## src/rtl/key_cmd_if.sv

```systemverilog
// Key-event input, draw-command handshake and live status signals shared by
// the keyboard decoder, key_cmd_scheduler and the VGA drawing engine.
interface key_cmd_if #(
    parameter int unsigned XW = 6,
    parameter int unsigned YW = 5,
    parameter int unsigned CW = 3
);
    logic          key_evt_i;
    logic [3:0]    key_code_i;
    logic          cmd_ready_i;
    logic          cmd_valid_o;
    logic [1:0]    cmd_op_o;
    logic [XW-1:0] cmd_x_o;
    logic [YW-1:0] cmd_y_o;
    logic [1:0]    cmd_color_o;
    logic [2:0]    cmd_size_o;
    logic [XW-1:0] cur_x_o;
    logic [YW-1:0] cur_y_o;
    logic [1:0]    color_o;
    logic [2:0]    size_o;
    logic          erase_o;
    logic [CW-1:0] fifo_count_o;
    logic [7:0]    drop_cnt_o;
    logic          busy_o;

    modport slave (
        input  key_evt_i, key_code_i, cmd_ready_i,
        output cmd_valid_o, cmd_op_o, cmd_x_o, cmd_y_o, cmd_color_o, cmd_size_o,
               cur_x_o, cur_y_o, color_o, size_o, erase_o,
               fifo_count_o, drop_cnt_o, busy_o
    );

    modport master (
        output key_evt_i, key_code_i, cmd_ready_i,
        input  cmd_valid_o, cmd_op_o, cmd_x_o, cmd_y_o, cmd_color_o, cmd_size_o,
               cur_x_o, cur_y_o, color_o, size_o, erase_o,
               fifo_count_o, drop_cnt_o, busy_o
    );
endinterface

```

## src/rtl/key_cmd_scheduler.sv

```systemverilog
// Queues decoded key events and applies them in order to the cursor/brush
// state, forwarding paint/clear requests to the draw engine over valid/ready.
module key_cmd_scheduler #(
    parameter int unsigned FIFO_DEPTH = 4,
    parameter int unsigned GRID_W     = 40,
    parameter int unsigned GRID_H     = 30,
    parameter int unsigned XW         = 6,
    parameter int unsigned YW         = 5
) (
    input  logic     clk_i,
    input  logic     rst_ni,
    key_cmd_if.slave bus
);
    localparam int unsigned AW = (FIFO_DEPTH > 1) ? $clog2(FIFO_DEPTH) : 1;
    localparam int unsigned CW = AW + 1;

    localparam logic [XW-1:0] X_MID = XW'(GRID_W / 2);
    localparam logic [YW-1:0] Y_MID = YW'(GRID_H / 2);
    localparam logic [XW-1:0] X_MAX = XW'(GRID_W - 1);
    localparam logic [YW-1:0] Y_MAX = YW'(GRID_H - 1);

    localparam logic [3:0] K_SHIFT = 4'h0;
    localparam logic [3:0] K_ONE   = 4'h1;
    localparam logic [3:0] K_TWO   = 4'h2;
    localparam logic [3:0] K_THREE = 4'h3;
    localparam logic [3:0] K_FIVE  = 4'h5;
    localparam logic [3:0] K_UP    = 4'h6;
    localparam logic [3:0] K_DOWN  = 4'h7;
    localparam logic [3:0] K_LEFT  = 4'h8;
    localparam logic [3:0] K_RIGHT = 4'h9;
    localparam logic [3:0] K_SPACE = 4'hA;
    localparam logic [3:0] K_ADD   = 4'hB;
    localparam logic [3:0] K_MINUS = 4'hC;
    localparam logic [3:0] K_MUL   = 4'hD;
    localparam logic [3:0] K_ENTER = 4'hE;
    localparam logic [3:0] K_WAIT  = 4'hF;

    localparam logic [1:0] OP_PAINT = 2'b01;
    localparam logic [1:0] OP_CLEAR = 2'b10;

    typedef enum logic [1:0] {
        S_IDLE  = 2'd0,
        S_EXEC  = 2'd1,
        S_ISSUE = 2'd2
    } state_e;

    state_e        state_q, state_d;
    logic [3:0]    mem_q [FIFO_DEPTH];
    logic [AW-1:0] wr_ptr_q, wr_ptr_d;
    logic [AW-1:0] rd_ptr_q, rd_ptr_d;
    logic [CW-1:0] count_q, count_d;
    logic [7:0]    drop_q, drop_d;
    logic [3:0]    cur_code_q, cur_code_d;
    logic [XW-1:0] cur_x_q, cur_x_d;
    logic [YW-1:0] cur_y_q, cur_y_d;
    logic [1:0]    color_q, color_d;
    logic [2:0]    size_q, size_d;
    logic          erase_q, erase_d;
    logic          cmd_valid_q, cmd_valid_d;
    logic [1:0]    cmd_op_q, cmd_op_d;
    logic [XW-1:0] cmd_x_q, cmd_x_d;
    logic [YW-1:0] cmd_y_q, cmd_y_d;
    logic [1:0]    cmd_color_q, cmd_color_d;
    logic [2:0]    cmd_size_q, cmd_size_d;
    logic          busy_q, busy_d;

    logic push_req, fifo_full, push, pop;

    // Fullness uses the pre-pop count, so a push into a full FIFO is dropped
    // even when the FSM pops in the same cycle.
    assign push_req  = bus.key_evt_i && (bus.key_code_i != K_WAIT);
    assign fifo_full = (count_q == CW'(FIFO_DEPTH));
    assign push      = push_req && !fifo_full;
    assign pop       = (state_q == S_IDLE) && (count_q != '0);

    always_ff @(posedge clk_i or negedge rst_ni) begin
        if (!rst_ni) begin
            state_q     <= S_IDLE;
            wr_ptr_q    <= '0;
            rd_ptr_q    <= '0;
            count_q     <= '0;
            drop_q      <= '0;
            cur_code_q  <= '0;
            cur_x_q     <= X_MID;
            cur_y_q     <= Y_MID;
            color_q     <= 2'd1;
            size_q      <= 3'd1;
            erase_q     <= 1'b0;
            cmd_valid_q <= 1'b0;
            cmd_op_q    <= '0;
            cmd_x_q     <= '0;
            cmd_y_q     <= '0;
            cmd_color_q <= '0;
            cmd_size_q  <= '0;
            busy_q      <= 1'b0;
        end else begin
            state_q     <= state_d;
            wr_ptr_q    <= wr_ptr_d;
            rd_ptr_q    <= rd_ptr_d;
            count_q     <= count_d;
            drop_q      <= drop_d;
            cur_code_q  <= cur_code_d;
            cur_x_q     <= cur_x_d;
            cur_y_q     <= cur_y_d;
            color_q     <= color_d;
            size_q      <= size_d;
            erase_q     <= erase_d;
            cmd_valid_q <= cmd_valid_d;
            cmd_op_q    <= cmd_op_d;
            cmd_x_q     <= cmd_x_d;
            cmd_y_q     <= cmd_y_d;
            cmd_color_q <= cmd_color_d;
            cmd_size_q  <= cmd_size_d;
            busy_q      <= busy_d;
        end
    end

    // Event storage needs no reset: emptiness is tracked by the pointers/count.
    always_ff @(posedge clk_i) begin
        if (push) begin
            mem_q[wr_ptr_q] <= bus.key_code_i;
        end
    end

    always_comb begin
        state_d     = state_q;
        wr_ptr_d    = wr_ptr_q;
        rd_ptr_d    = rd_ptr_q;
        drop_d      = drop_q;
        cur_code_d  = cur_code_q;
        cur_x_d     = cur_x_q;
        cur_y_d     = cur_y_q;
        color_d     = color_q;
        size_d      = size_q;
        erase_d     = erase_q;
        cmd_valid_d = cmd_valid_q;
        cmd_op_d    = cmd_op_q;
        cmd_x_d     = cmd_x_q;
        cmd_y_d     = cmd_y_q;
        cmd_color_d = cmd_color_q;
        cmd_size_d  = cmd_size_q;

        if (push) begin
            wr_ptr_d = wr_ptr_q + AW'(1);
        end
        if (push_req && fifo_full && (drop_q != 8'hFF)) begin
            drop_d = drop_q + 8'd1;
        end
        count_d = count_q + CW'(push) - CW'(pop);

        case (state_q)
            S_IDLE: begin
                if (pop) begin
                    cur_code_d = mem_q[rd_ptr_q];
                    rd_ptr_d   = rd_ptr_q + AW'(1);
                    state_d    = S_EXEC;
                end
            end
            S_EXEC: begin
                state_d = S_IDLE;
                case (cur_code_q)
                    K_UP:    cur_y_d = (cur_y_q == '0) ? Y_MAX : cur_y_q - YW'(1);
                    K_DOWN:  cur_y_d = (cur_y_q == Y_MAX) ? '0 : cur_y_q + YW'(1);
                    K_LEFT:  cur_x_d = (cur_x_q == '0) ? X_MAX : cur_x_q - XW'(1);
                    K_RIGHT: cur_x_d = (cur_x_q == X_MAX) ? '0 : cur_x_q + XW'(1);
                    K_ONE:   color_d = 2'd1;
                    K_TWO:   color_d = 2'd2;
                    K_THREE: color_d = 2'd3;
                    K_FIVE:  color_d = 2'd0;
                    K_SHIFT: erase_d = !erase_q;
                    K_ADD:   if (size_q < 3'd4) size_d = size_q + 3'd1;
                    K_MINUS: if (size_q > 3'd1) size_d = size_q - 3'd1;
                    K_MUL: begin
                        cur_x_d = X_MID;
                        cur_y_d = Y_MID;
                    end
                    K_SPACE: begin
                        cmd_op_d    = OP_PAINT;
                        cmd_x_d     = cur_x_q;
                        cmd_y_d     = cur_y_q;
                        cmd_color_d = erase_q ? 2'd0 : color_q;
                        cmd_size_d  = size_q;
                        cmd_valid_d = 1'b1;
                        state_d     = S_ISSUE;
                    end
                    K_ENTER: begin
                        cmd_op_d    = OP_CLEAR;
                        cmd_valid_d = 1'b1;
                        state_d     = S_ISSUE;
                    end
                    default: ;
                endcase
            end
            S_ISSUE: begin
                if (cmd_valid_q && bus.cmd_ready_i) begin
                    cmd_valid_d = 1'b0;
                    state_d     = S_IDLE;
                end
            end
            default: state_d = S_IDLE;
        endcase

        busy_d = (state_d != S_IDLE) || (count_d != '0);
    end

    assign bus.cmd_valid_o  = cmd_valid_q;
    assign bus.cmd_op_o     = cmd_op_q;
    assign bus.cmd_x_o      = cmd_x_q;
    assign bus.cmd_y_o      = cmd_y_q;
    assign bus.cmd_color_o  = cmd_color_q;
    assign bus.cmd_size_o   = cmd_size_q;
    assign bus.cur_x_o      = cur_x_q;
    assign bus.cur_y_o      = cur_y_q;
    assign bus.color_o      = color_q;
    assign bus.size_o       = size_q;
    assign bus.erase_o      = erase_q;
    assign bus.fifo_count_o = count_q;
    assign bus.drop_cnt_o   = drop_q;
    assign bus.busy_o       = busy_q;

endmodule

```

## src/flat_wrapper.sv

```systemverilog
// flat-port wrapper written by rule: the top's interface ports become plain ports
module key_cmd_scheduler_flat 
#(
    parameter int unsigned FIFO_DEPTH = 4,
    parameter int unsigned GRID_W     = 40,
    parameter int unsigned GRID_H     = 30,
    parameter int unsigned XW         = 6,
    parameter int unsigned YW         = 5
)
  (clk_i, rst_ni, bus_key_evt_i, bus_key_code_i, bus_cmd_ready_i, bus_cmd_valid_o, bus_cmd_op_o, bus_cmd_x_o, bus_cmd_y_o, bus_cmd_color_o, bus_cmd_size_o, bus_cur_x_o, bus_cur_y_o, bus_color_o, bus_size_o, bus_erase_o, bus_fifo_count_o, bus_drop_cnt_o, bus_busy_o);
  key_cmd_if #(.XW(XW), .YW(YW), .CW(3)) bus_i ();
  input  logic clk_i;
  input  logic rst_ni;
  input wire logic [$bits(bus_i.key_evt_i)-1:0] bus_key_evt_i;
  input wire logic [$bits(bus_i.key_code_i)-1:0] bus_key_code_i;
  input wire logic [$bits(bus_i.cmd_ready_i)-1:0] bus_cmd_ready_i;
  output wire logic [$bits(bus_i.cmd_valid_o)-1:0] bus_cmd_valid_o;
  output wire logic [$bits(bus_i.cmd_op_o)-1:0] bus_cmd_op_o;
  output wire logic [$bits(bus_i.cmd_x_o)-1:0] bus_cmd_x_o;
  output wire logic [$bits(bus_i.cmd_y_o)-1:0] bus_cmd_y_o;
  output wire logic [$bits(bus_i.cmd_color_o)-1:0] bus_cmd_color_o;
  output wire logic [$bits(bus_i.cmd_size_o)-1:0] bus_cmd_size_o;
  output wire logic [$bits(bus_i.cur_x_o)-1:0] bus_cur_x_o;
  output wire logic [$bits(bus_i.cur_y_o)-1:0] bus_cur_y_o;
  output wire logic [$bits(bus_i.color_o)-1:0] bus_color_o;
  output wire logic [$bits(bus_i.size_o)-1:0] bus_size_o;
  output wire logic [$bits(bus_i.erase_o)-1:0] bus_erase_o;
  output wire logic [$bits(bus_i.fifo_count_o)-1:0] bus_fifo_count_o;
  output wire logic [$bits(bus_i.drop_cnt_o)-1:0] bus_drop_cnt_o;
  output wire logic [$bits(bus_i.busy_o)-1:0] bus_busy_o;
  assign bus_i.key_evt_i = bus_key_evt_i;
  assign bus_i.key_code_i = bus_key_code_i;
  assign bus_i.cmd_ready_i = bus_cmd_ready_i;
  assign bus_cmd_valid_o = bus_i.cmd_valid_o;
  assign bus_cmd_op_o = bus_i.cmd_op_o;
  assign bus_cmd_x_o = bus_i.cmd_x_o;
  assign bus_cmd_y_o = bus_i.cmd_y_o;
  assign bus_cmd_color_o = bus_i.cmd_color_o;
  assign bus_cmd_size_o = bus_i.cmd_size_o;
  assign bus_cur_x_o = bus_i.cur_x_o;
  assign bus_cur_y_o = bus_i.cur_y_o;
  assign bus_color_o = bus_i.color_o;
  assign bus_size_o = bus_i.size_o;
  assign bus_erase_o = bus_i.erase_o;
  assign bus_fifo_count_o = bus_i.fifo_count_o;
  assign bus_drop_cnt_o = bus_i.drop_cnt_o;
  assign bus_busy_o = bus_i.busy_o;
  key_cmd_scheduler #(.FIFO_DEPTH(FIFO_DEPTH), .GRID_W(GRID_W), .GRID_H(GRID_H), .XW(XW), .YW(YW)) u_core (.clk_i(clk_i), .rst_ni(rst_ni), .bus(bus_i));
endmodule
```

## config.mk

```make
export PLATFORM = sky130hd
export DESIGN_NAME = key_cmd_scheduler_flat
export DESIGN_NICKNAME = d
export VERILOG_FILES = /design/src/rtl/key_cmd_if.sv /design/src/rtl/key_cmd_scheduler.sv /design/src/flat_wrapper.sv
export SDC_FILE = /design/constraint.sdc
export NUM_CORES = 1
export LEC_CHECK = 0
export ABC_AREA = 1
export BUFFER_PORTS_ARGS = -buffer_cell sky130_fd_sc_hd__clkbuf_2
export CAP_MARGIN = 10
export CELL_PAD_IN_SITES_DETAIL_PLACEMENT = 1
export CELL_PAD_IN_SITES_GLOBAL_PLACEMENT = 1
export CORE_MARGIN = 3
export CORE_UTILIZATION = 39
export DETAILED_ROUTE_END_ITERATION = 16
export GPL_ROUTABILITY_DRIVEN = 0
export PLACE_DENSITY_LB_ADDON = 0.3
export SETUP_SLACK_MARGIN = 0.15
export SYNTH_ARGS = -nofsm -noshare
export SYNTH_HDL_FRONTEND = slang
export SYNTH_SLANG_ARGS = --single-unit
export TNS_END_PERCENT = 5
```

## constraint.sdc

```tcl
create_clock -name clk_i -period 2.1 [get_ports clk_i]
set_clock_uncertainty 0.05 [all_clocks]
set_input_delay 0 -clock clk_i [delete_from_list [all_inputs] [get_ports clk_i]]
set_output_delay 0 -clock clk_i [all_outputs]
set_load 0.02 [all_outputs]
```

==> metrics.md <==
| Metric | Value |
|---|---|
| Fraction of post-synthesis cell area in the top cell type by area | 32.0% |
| Post-synthesis compound-gate area fraction | roughly a tenth |
| Leading cell type in the layout, fill and taps excluded | sky130_fd_sc_hd__nand2_1 |
| Worst hold path type | in2reg |
| Filler cells | 1169 |
| Final global-route overflow total | 0 |
| Worst EP required | 2280 ps |
| Standard-cell row count | 35 |
| Violated checks | negative setup slack |
| Total routing usage reported by global routing | 19.1% |
| Initial detailed-routing violation count | 66 |
| Number of remaining DRC errors | 0 |
| Routed length on met1 | 4.59 mm |
| Die Outline Area | 0.0113 mm² |
| Share of cell area taken by muxes after synthesis | 0% |
| Max-cap violation count | 0 |
| Clock tree sinks | 74 |
| Final setup fails | 1 |
| Ratio of routed vias to standard cells | 4.87 |
| Final wirelength | ~10 mm |
| Routed wl met3 | 482 µm |
| Worst slack at placement | -37.2 ps |
| Instance count after placement with tap cells included | ~630 |
| Sequential area share after synthesis | 49.6% |
| Mapped Nets | 474 |
| Fraction of final layout cells with drive strength greater than 1 | 27.6% |
| Clock buffers created by TritonCTS | 9 |
| Clock latency at the later pin of the worst-skew pair | 360 ps |
| Worst-case hold path end point | u_core.bus.drop_cnt_o[0] |
| Outcome | complete, but fails checks |
| Number of different library cells in the post-synthesis netlist | 39 |
| Number of detailed-routing iterations run before antenna repair | 4 |
| Crit path arrival time | 2350 ps |
| Initial Utilization | 41.2% |
| Hold path depth | 4 |
| Diode insertion count for antenna repair | 0 |
| Remaining number of nets flagged by the antenna check after routing | 0 |
| Most frequent cells in the layout | 112 x sky130_fd_sc_hd__nand2_1, 55 x sky130_fd_sc_hd__clkbuf_2, 48 x sky130_fd_sc_hd__dfrtp_1 |
| Detail Placement HPWL | 6.72 mm |
| Min-Delay Startpoint | bus_key_evt_i |
| Final worst slack | -66.4 ps |
| Final period utilization | 103% |
| Dominant combinational cell family by area after synthesis | simple AND/OR/NAND/NOR gates |
| Cell type contributing the most total cell area after synthesis | sky130_fd_sc_hd__dfrtp_1 |
| Largest net degree at the start of global routing | 59 |
| Warnings, synthesis | 0 |
| Worst-path clk slew | 90 ps |
| Biggest fanout along the worst timing path | 2 |
| Simple-Gate Fraction of Synth Area | 22.4% |
| Power after layout | 0.00805 W |
| Count of vias placed by the detailed router | around 3200 |
| Max Clk Rate | 462 MHz |
| Number of top-level pins | between 50 and 60 |
| Number of global-route vias before repair | 3469 |
| Cell area power density | 1700 mW/mm² |
| Worst vdd ir | 1.01 mV |
| Top cells by area, synth | sky130_fd_sc_hd__dfrtp_1 32%, sky130_fd_sc_hd__edfxtp_1 12%, sky130_fd_sc_hd__nand2_1 11%, sky130_fd_sc_hd__dfstp_2 5.4%, sky130_fd_sc_hd__ha_1 4.8% |
| Unrepaired setup endpoints after global routing | true |
| Die Width | approximately 110 µm |
| H-tree depth | 3 |
| Max-slew violations | 0 |
| Reg-to-reg startpoint | u_core.bus.fifo_count_o[0] |
| Slack of the worst reg-to-reg path | -70 ps |
| XOR/XNOR share of the synthesized area | 4.48% |
| Nets | between 500 and 600 |
| Number of non-filler instances in the completed layout | 665 |
| Minimum period implied by the final worst setup slack | 2170 ps |
| Antenna violations before repair | 0 |
| Final Hold Viols | 0 |
| Synthesized-area fraction occupied by adder cells | 5.31% |
| Register bit count reported by yosys | 74 |
| Area of the placeable core | between 0.009 and 0.01 mm² |
| Clock tree from TritonCTS | done |
| Element type at the critical path end | register |
| Area Growth Syn to Fin | 21.3% |
| Max transition margin | between 40% and 50% |
| Startpoint kind of the worst setup timing path | register |
| Global-route wire length before repair | 17.2 mm |
| Number of cells traversed by the worst register-to-register path | 10 |
| Uppermost layer routed | met4 |
| Wire length per cell after detailed routing | around 15 µm |
| Met2 Routed Length | between 4 and 5 mm |
| Cell count after synthesis | 450 |
| Leakage Power | 2.32 nW |
| Clock Tree Buf Depth | 2 |
| Netlist area before placement | about 0.004 mm² |
| Buffer type at the clock tree root | sky130_fd_sc_hd__clkbuf_8 |
| Synthesized area per cell | 8.69 µm² |
| IO Port Bufs | 55 |
| Endpoint of the worst register-to-register path | u_core.bus.busy_o |
| Die Ht | 106 µm |
| Slew @ Worst Pin | 760 ps |
| Setup CP Type | reg2reg |
==> worst max path at each step <==
stage,slack [ps],startpoint,end
after floorplan,-30,u_core.bus.fifo_count_o[0],u_core.bus.busy_o
after global placement,70,u_core.bus.fifo_count_o[0],u_core.bus.busy_o
after detailed placement,-40,u_core.bus.fifo_count_o[0],u_core.bus.busy_o
after CTS,3,u_core.bus.fifo_count_o[1],u_core.bus.busy_o
after global routing,-110,u_core.bus.fifo_count_o[0],u_core.bus.busy_o
final,-70,u_core.bus.fifo_count_o[0],u_core.bus.busy_o
==> synthesized netlist by cell type, drive strengths merged <==
cell and n:
nand2 118, inv 57, nor2 51, dfrtp 50, o21ai 50, nand3 29, edfxtp 16, ha 15
xor2 12, buf 9, dfstp 8, xnor2 8, a21oi 7, nand4 4, nor3 2, o21a 2
o31ai 2, a31oi 1, and2 1, clkbuf 1, fa 1, nand3b 1, o2111ai 1, o211ai 1
o21bai 1, o22ai 1, or2 1
==> report_power, final <==
part,switching (W),internal (W)
clock network,0.000602,0.000558
registers,0.000609,0.00209
logic,0.00257,0.00162
total,0.00378,0.00427
==> per-layer routing <==
metal / up-vias / global-route usage, %
li1: 1599 / -
met1: 1547 / 24.1
met2: 72 / 32.1
met3: 18 / 5.10
met4: 0 / 5.83
met5: - / 0
==> registers in the layout (all words and copies together) (netlist names) <==
signal / cells
u_core.bus.cmd_op_o: 2
u_core.bus.cur_y_o: 5
u_core.wr_ptr_q: 2
u_core.bus.cmd_valid_o: 1
u_core.bus.cmd_x_o: 6
u_core.bus.busy_o: 1
u_core.mem_q: 16
u_core.rd_ptr_q: 2
u_core.state_q: 2
u_core.bus.drop_cnt_o: 8
u_core.bus.erase_o: 1
u_core.bus.size_o: 3
u_core.bus.cur_x_o: 6
u_core.bus.cmd_size_o: 3
u_core.bus.fifo_count_o: 3
u_core.bus.cmd_color_o: 2
u_core.bus.color_o: 2
u_core.cur_code_q: 4
u_core.bus.cmd_y_o: 5
==> what timing repair did <==
action | 4_1_cts | 5_1_grt
hold buffers | 6 | 0
gates resized for setup | 1 | 10
endpoints found under the setup margin | 2 | 5
setup buffers | 13 | 2
pin swaps | 4 | 3
hold endpoints to repair | 69 | 0
==> logic make-up after synthesis <==
kind of cell               after synthesis
AOI/OAI and AO/OA                       66
DFF                                     74
buffers and inverters                   67
and+or+nand+nor                        207
xor gates and xnor gates                20
adders and majority gates               16
==> worst max-delay path: stages, from the launching register on <==
cell and delay, ps:
sky130_fd_sc_hd__dfrtp_2 440, sky130_fd_sc_hd__nor2_4 120, sky130_fd_sc_hd__nand2_2 60, sky130_fd_sc_hd__nand3_2 80, sky130_fd_sc_hd__inv_2 60, sky130_fd_sc_hd__ha_4 260
sky130_fd_sc_hd__inv_2 40, sky130_fd_sc_hd__ha_4 150, sky130_fd_sc_hd__fa_2 480, sky130_fd_sc_hd__nor3_2 190, sky130_fd_sc_hd__nand3_1 120
==> metrics by stage <==
| stage | TNS (ps) | instance area [µm²] | hold slack (ps) | utilization [%] |
|---|---|---|---|---|
| 6_report | -66.4 | 4740 | 189 | 49.9 |
| 5_1_grt | -122 | 4740 | 201 | 49.9 |
| 4_1_cts | 0 | 4700 | 129 | 49.4 |
| 3_5_place_dp | -37.2 | 4330 | 156 | 45.6 |
| 3_3_place_gp | 0 | 4330 | 153 | 45.6 |
| 2_1_floorplan | -30.2 | 3950 | -346 | - |
==> cell type report <==
class	count	area (µm²)	area share (%)
Clock buffer	9	124	2.61
Inverter	57	219	4.61
Timing Repair Buffer	80	482	10.2
Multi-Input combinational cell	309	1740	36.7
Sequential cell	74	1940	41.0
Clock inverter	7	75.1	1.58
Tap cell	129	161	3.40
Note: power is estimated with default switching activity, not from simulation.
